File: config.mk
export PLATFORM = sky130hd
export DESIGN_NAME = pc_sequencer
export DESIGN_NICKNAME = d
export VERILOG_FILES = /design/src/rtl/pc_sequencer_pkg.sv /design/src/rtl/ack_watchdog.sv /design/src/rtl/pc_sequencer.sv
export SDC_FILE = /design/constraint.sdc
export NUM_CORES = 1
export LEC_CHECK = 0
export CAP_MARGIN = 40
export CORE_MARGIN = 5
export CORE_UTILIZATION = 30
export DETAILED_ROUTE_END_ITERATION = 8
export PLACE_DENSITY = 0.66
export RECOVER_POWER = 50
export SLEW_MARGIN = 15
export SYNTH_ARGS = -nofsm -noshare
export SYNTH_HDL_FRONTEND = slang
export SYNTH_SLANG_ARGS = --single-unit
File: constraint.sdc
create_clock -name clk -period 4.3 [get_ports clk]
set_clock_uncertainty 0.2 [all_clocks]
set_input_delay 0.86 -clock clk [delete_from_list [all_inputs] [get_ports clk]]
set_output_delay 0.86 -clock clk [all_outputs]
set_load 0.01 [all_outputs]
File: src/rtl/pc_sequencer_pkg.sv
// Shared types and constants for the fetch sequencer.
// Latency: n/a (declarations only).
// Backpressure: n/a.
package pc_sequencer_pkg;

   // Sequencer states; S_HALT and S_FAULT are terminal until reset
   typedef enum logic [2:0] {
      S_RESET,
      S_FETCH,
      S_EXEC,
      S_HALT,
      S_FAULT
   } state_t;

   localparam logic [1:0] FAULT_NONE    = 2'b00;
   localparam logic [1:0] FAULT_ALIGN   = 2'b01;
   localparam logic [1:0] FAULT_TIMEOUT = 2'b10;

   // Fixed A64 instruction size
   localparam logic [63:0] PC_STEP = 64'd4;

   // Instruction addresses must be word aligned; only the low two bits matter
   function automatic logic is_aligned(input logic [1:0] lo);
      return (lo == 2'b00);
   endfunction

endpackage

File: src/rtl/ack_watchdog.sv
// Counts consecutive fetch cycles without an acknowledge and flags expiry.
// Latency: expired is combinational in the cycle the limit is reached.
// Backpressure: none; clr restarts the count, en advances it.
module ack_watchdog #(
   parameter int ACK_TIMEOUT = 15
) (
   input  logic clk,
   input  logic reset,
   input  logic clr,
   input  logic en,
   output logic expired
);

   // Count only needs to span 0..ACK_TIMEOUT-1; the last waiting cycle fires expiry
   localparam int W = (ACK_TIMEOUT < 2) ? 1 : $clog2(ACK_TIMEOUT);
   localparam logic [W-1:0] LAST = W'((ACK_TIMEOUT > 0) ? (ACK_TIMEOUT - 1) : 0);

   logic [W-1:0] cnt;

   // A limit of 0 disables the watchdog entirely
   assign expired = (ACK_TIMEOUT != 0) && en && (cnt == LAST);

   // Wait-cycle counter; cleared whenever the owner is not waiting in fetch
   always_ff @(posedge clk or posedge reset) begin
      if (reset) begin
         cnt <= '0;
      end else if (clr) begin
         cnt <= '0;
      end else if (en && !expired) begin
         cnt <= cnt + W'(1);
      end
   end

endmodule

File: src/rtl/pc_sequencer.sv
// Fetch sequencer: drives ProgramCounter.dirin, runs the imem req/ack handshake, tracks halt/fault/retired.
// Latency: min 2 cycles per instruction (ack in n, execute in n+1, new PC requested in n+2).
// Backpressure: waits in fetch for imem_ack (bounded by the watchdog); stall freezes the execute cycle.
module pc_sequencer #(
   parameter logic [63:0] RESET_VECTOR = 64'h0,
   parameter int          ACK_TIMEOUT  = 15
) (
   input  logic        clk,
   input  logic        reset,
   input  logic [63:0] dirout,
   output logic [63:0] dirin,
   output logic        imem_req,
   output logic [63:0] imem_addr,
   input  logic        imem_ack,
   input  logic [31:0] imem_data,
   output logic [31:0] instr,
   output logic        instr_valid,
   input  logic        branch_taken,
   input  logic [63:0] branch_target,
   input  logic        stall,
   input  logic        halt,
   output logic        halted,
   output logic        fault,
   output logic [1:0]  fault_code,
   output logic [31:0] retired
);

   import pc_sequencer_pkg::*;

   state_t state;
   logic   wd_clr;
   logic   wd_en;
   logic   wd_expired;
   logic   target_ok;

   // The PC register itself lives outside; we only ever fetch what it currently holds
   assign imem_addr = dirout;
   assign target_ok = is_aligned(branch_target[1:0]);

   // Watchdog runs only while waiting in fetch, so it is zero on every entry to fetch
   assign wd_clr = (state != S_FETCH);
   assign wd_en  = (state == S_FETCH) && !imem_ack;

   ack_watchdog #(
      .ACK_TIMEOUT (ACK_TIMEOUT)
   ) u_ack_watchdog (
      .clk     (clk),
      .reset   (reset),
      .clr     (wd_clr),
      .en      (wd_en),
      .expired (wd_expired)
   );

   // Next-PC mux and handshake outputs; ProgramCounter reloads every edge, so "hold" means feeding dirout back
   always_comb begin
      dirin       = dirout;
      imem_req    = 1'b0;
      instr_valid = 1'b0;
      case (state)
         S_RESET: dirin = RESET_VECTOR;
         S_FETCH: imem_req = 1'b1;
         S_EXEC: begin
            instr_valid = 1'b1;
            if (stall || halt) begin
               dirin = dirout;
            end else if (branch_taken && !target_ok) begin
               dirin = dirout;
            end else if (branch_taken) begin
               dirin = branch_target;
            end else begin
               dirin = dirout + PC_STEP;
            end
         end
         S_HALT, S_FAULT: dirin = dirout;
         default: dirin = dirout;
      endcase
   end

   // Sequencer FSM with its registered outputs: instruction latch, retire count and sticky flags
   always_ff @(posedge clk or posedge reset) begin
      if (reset) begin
         state      <= S_RESET;
         instr      <= '0;
         halted     <= 1'b0;
         fault      <= 1'b0;
         fault_code <= FAULT_NONE;
         retired    <= '0;
      end else begin
         case (state)
            S_RESET: state <= S_FETCH;
            S_FETCH: begin
               // stall has no effect here; only ack or the watchdog move us on
               if (imem_ack) begin
                  instr <= imem_data;
                  state <= S_EXEC;
               end else if (wd_expired) begin
                  state      <= S_FAULT;
                  fault      <= 1'b1;
                  fault_code <= FAULT_TIMEOUT;
               end
            end
            S_EXEC: begin
               if (stall) begin
                  state <= S_EXEC;
               end else if (halt) begin
                  state   <= S_HALT;
                  halted  <= 1'b1;
                  retired <= retired + 32'd1;
               end else if (branch_taken && !target_ok) begin
                  // The faulting branch does not retire
                  state      <= S_FAULT;
                  fault      <= 1'b1;
                  fault_code <= FAULT_ALIGN;
               end else begin
                  state   <= S_FETCH;
                  retired <= retired + 32'd1;
               end
            end
            S_HALT, S_FAULT: state <= state;
            default: state <= S_RESET;
         endcase
      end
   end

endmodule

==> results.py <==
metrics = {
    "floorplanning": {
        "num_rows": 53,
        "start_util": 0.303,
        "core_um2": 20900,
        "die_width_um": 155,
        "die_y_um": 155,
        "io_pins": 364,
        "dieArea_um2": 24100,
    },
    "timing": {
        "period_share": 0.988,
        "drv_slew": 31,
        "fin_crit_ns": 4.25,
        "setup_viol": 0,
        "timing.fmax_mhz": 235,
        "worst_slack_ns": 0.0514,
        "worst_slew_pin_slew_ns": 1.64,
        "rsz0062_at_grt": "true",
        "finalHoldViolCount": 0,
        "slew_headroom": -0.0966,
    },
    "route": {
        "drc": 0,
        "top_layer_used": "met4",
        "first_pass_iters": 5,
        "drt-met1-wl_mm": 11.7,
        "drt_iter0_markers": 591,
        "ant_nets": 0,
        "vias": 7876,
        "routed_wl_mm": 30.9,
        "wl_per_cell_um": 20.4,
        "route.met2.wl_mm": 14.9,
        "avgViaCountPerCell": 5.21,
        "wl_met3_mm": 3.02,
    },
    "cts": {
        "clkLatencyLatePin_ns": 0.33,
        "clockRootBuffer": "clkbuf_16",
        "cts_buffer_depth": 2,
        "path_clk_slew_ns": 0.06,
        "cts.sinks": 75,
        "cts_tree": "done",
        "hold_buffers": 0,
        "cts_inserted_buffers": 9,
        "htreeDepth": 3,
    },
    "run": {
        "drv_cap": 1,
    },
    "pwr": {
        "irDropWorstVdd_v": 0.000322,
        "p_comb_frac": 0.568,
        "p_per_area_nw_per_um2": 376,
        "p_leak_nw": 4.94,
        "seqPwrFrac": 0.251,
        "switching_share": 0.387,
        "p_int_mw": 2.59,
        "pwr-share-clk": 0.181,
        "power_switching_mw": 1.64,
        "finalPower_mw": 4.22,
    },
    "yosys": {
        "yosys-top-cells-area": "dfrtp_1 30%, buf_4 7.8%, mux2_2 5.9%",
        "yosys_warnings": 0,
        "syn_inst": 797,
        "synth_area_um2": 6340,
        "synth_seq_cells": 75,
        "ys_seq_area_frac": 0.296,
        "ys_types": 63,
        "synth_nets": 967,
        "syn_avg_cell_area_um2": 7.95,
        "async_flop_share": 1.00,
        "synth-main-ff-cell": "dfrtp_1",
        "synth_top_area_share": 0.296,
        "synth_edf_count": 0,
        "synth_top_cell_by_area": "dfrtp_1",
    },
    "global_route": {
        "grt_pass1_vias": 7946,
        "grt_usage": 0.242,
        "grt_pass1_wl_mm": 46.4,
        "grt_max_degree": 47,
        "antenna_found_initial": 0,
        "overflow": 0,
    },
    "final_layout": {
        "final_common_cell": "clkdlybuf4s50_1",
        "area_delta_synth_final_pct": 77.0,
        "nFillCells": 2060,
        "final_layout_size_suffix_gt1_frac": 0.216,
        "final_nets": 1401,
        "layout_common_cells": "218 x clkdlybuf4s50_1, 155 x buf_4, 79 x nand2_1, 77 x dlygate4sd3_1, 75 x dfrtp_1",
        "antenna_cells": 0,
    },
    "status": {
        "violations": "capacitance limit, slew limit",
        "status": "finished with violations",
    },
    "place": {
        "place_ws_ns": -0.532,
        "place.gp.congestion": 0.950,
        "numPortBuffers": 363,
        "post-dp-hpwl_mm": 24.6,
    },
    "critical_path": {
        "required_ns": 3.24,
        "end_kind": "output pin",
        "r2r_cells": 6,
        "crit_fanout": 6,
        "startpoint_type": "input port",
        "crit_arrival_ns": 3.19,
        "crit_type": "input port to output pin",
    },
    "worst_hold_path": {
        "min_delay_path_depth": 1,
        "hp-class": "flip-flop to flip-flop",
    },
}
[layer usage]
layer / GRT usage / up-vias
met5: 0 / -
met4: 0.0963 / 0
met3: 0.0718 / 67
met2: 0.412 / 398
met1: 0.287 / 3698
li1: - / 3713
[area by class of cell]
type | instances | area, um^2 | share of cell area
Clock buffer | 11 | 243 | 0.0216
Clock inverter | 5 | 61.3 | 0.00547
Timing Repair Buffer | 524 | 4710 | 0.420
Tap cell | 275 | 344 | 0.0307
Sequential cell | 75 | 1880 | 0.167
Inverter | 23 | 86.3 | 0.00770
Multi-Input combinational cell | 598 | 3900 | 0.348
[synthesized netlist by cell type (all sizes together) (22+ instances only)]
library cell and n:
nand2 79, dfrtp 75, buf 70, o21ai 67
nor2 60, nand3 52, a21oi 36, nor3 35
mux2 33, clkbuf 31, xor2 28, inv 22
[power by group through the flow]
| stage | Sequential (mW) | Combinational [mW] | Clock [mW] |
|---|---|---|---|
| 2_1_floorplan | 1.13 | 1.02 | 0 |
| 3_3_place_gp | 1.06 | 2.56 | 0 |
| 3_5_place_dp | 1.08 | 2.58 | 0 |
| 4_1_cts | 1.07 | 2.51 | 0.782 |
| 5_1_grt | 1.10 | 2.58 | 0.807 |
| 6_report | 1.06 | 2.40 | 0.764 |
[registers in the layout, indices dropped and copies added, names as in the netlist]
| register | count |
|---|---|
| state | 3 |
| halted | 1 |
| retired | 32 |
| fault_code | 2 |
| instr | 32 |
| u_ack_watchdog.cnt | 4 |
| fault | 1 |
[timing repair]
item | 4_1_cts | 5_1_grt
resized for setup | 120 | 67
setup endpoints to repair | 53 | 42
pin swaps | 10 | 7
endpoints found under the hold margin | 0 | 0
setup buffers | 2 | 1
[cell families (layout without fill, tap and decap cells)]
family | after synthesis | in the layout | synth area share
mux | 44 | 44 | 0.0760
compound gates | 188 | 188 | 0.188
flops | 75 | 75 | 0.296
simple gates | 316 | 316 | 0.255
buf+inv | 124 | 563 | 0.113
fa+ha+maj | 4 | 4 | 0.00790
xor+xnor | 46 | 46 | 0.0636
[metrics by stage]
step | TNS, ns | area, um^2 | hold slack, ns | std cells | util
4_1_cts | 0 | 11300 | 0.263 | 1510 | 0.540
6_report | 0 | 11200 | 0.260 | 1511 | 0.537
3_5_place_dp | -18.94 | 10900 | 0.248 | 1492 | 0.522
2_1_floorplan | 0 | 6340 | 0.293 | 797 | -
5_1_grt | -0.131 | 11200 | 0.278 | 1511 | 0.537
3_3_place_gp | -18.38 | 10900 | 0.239 | 1491 | 0.521
[final timing paths]
path,end,from,slack [ns]
max,dirin[27],dirout[15],0.05
min,fault$_DFFE_PP0P_,fault$_DFFE_PP0P_,0.26
max reg2reg,retired[27]$_DFFE_PP0P_,state[1]$_DFFE_PP0P_,1.20
min reg2reg,fault$_DFFE_PP0P_,fault$_DFFE_PP0P_,0.26
max in group asynchronous,retired[9]$_DFFE_PP0P_,reset,0.70
min in group asynchronous,retired[25]$_DFFE_PP0P_,reset,1.33
[worst max-delay path, stage by stage]
cell             delay, ns
clkdlybuf4s50_1       0.48
nand2_1               0.08
or4_4                 0.42
buf_6                 0.15
buf_4                 0.16
nor2_4                0.13
a41oi_1               0.15
and3_1                0.22
a211o_1               0.24
clkdlybuf4s15_1       0.28
Note: power is estimated with default switching activity, not from simulation.
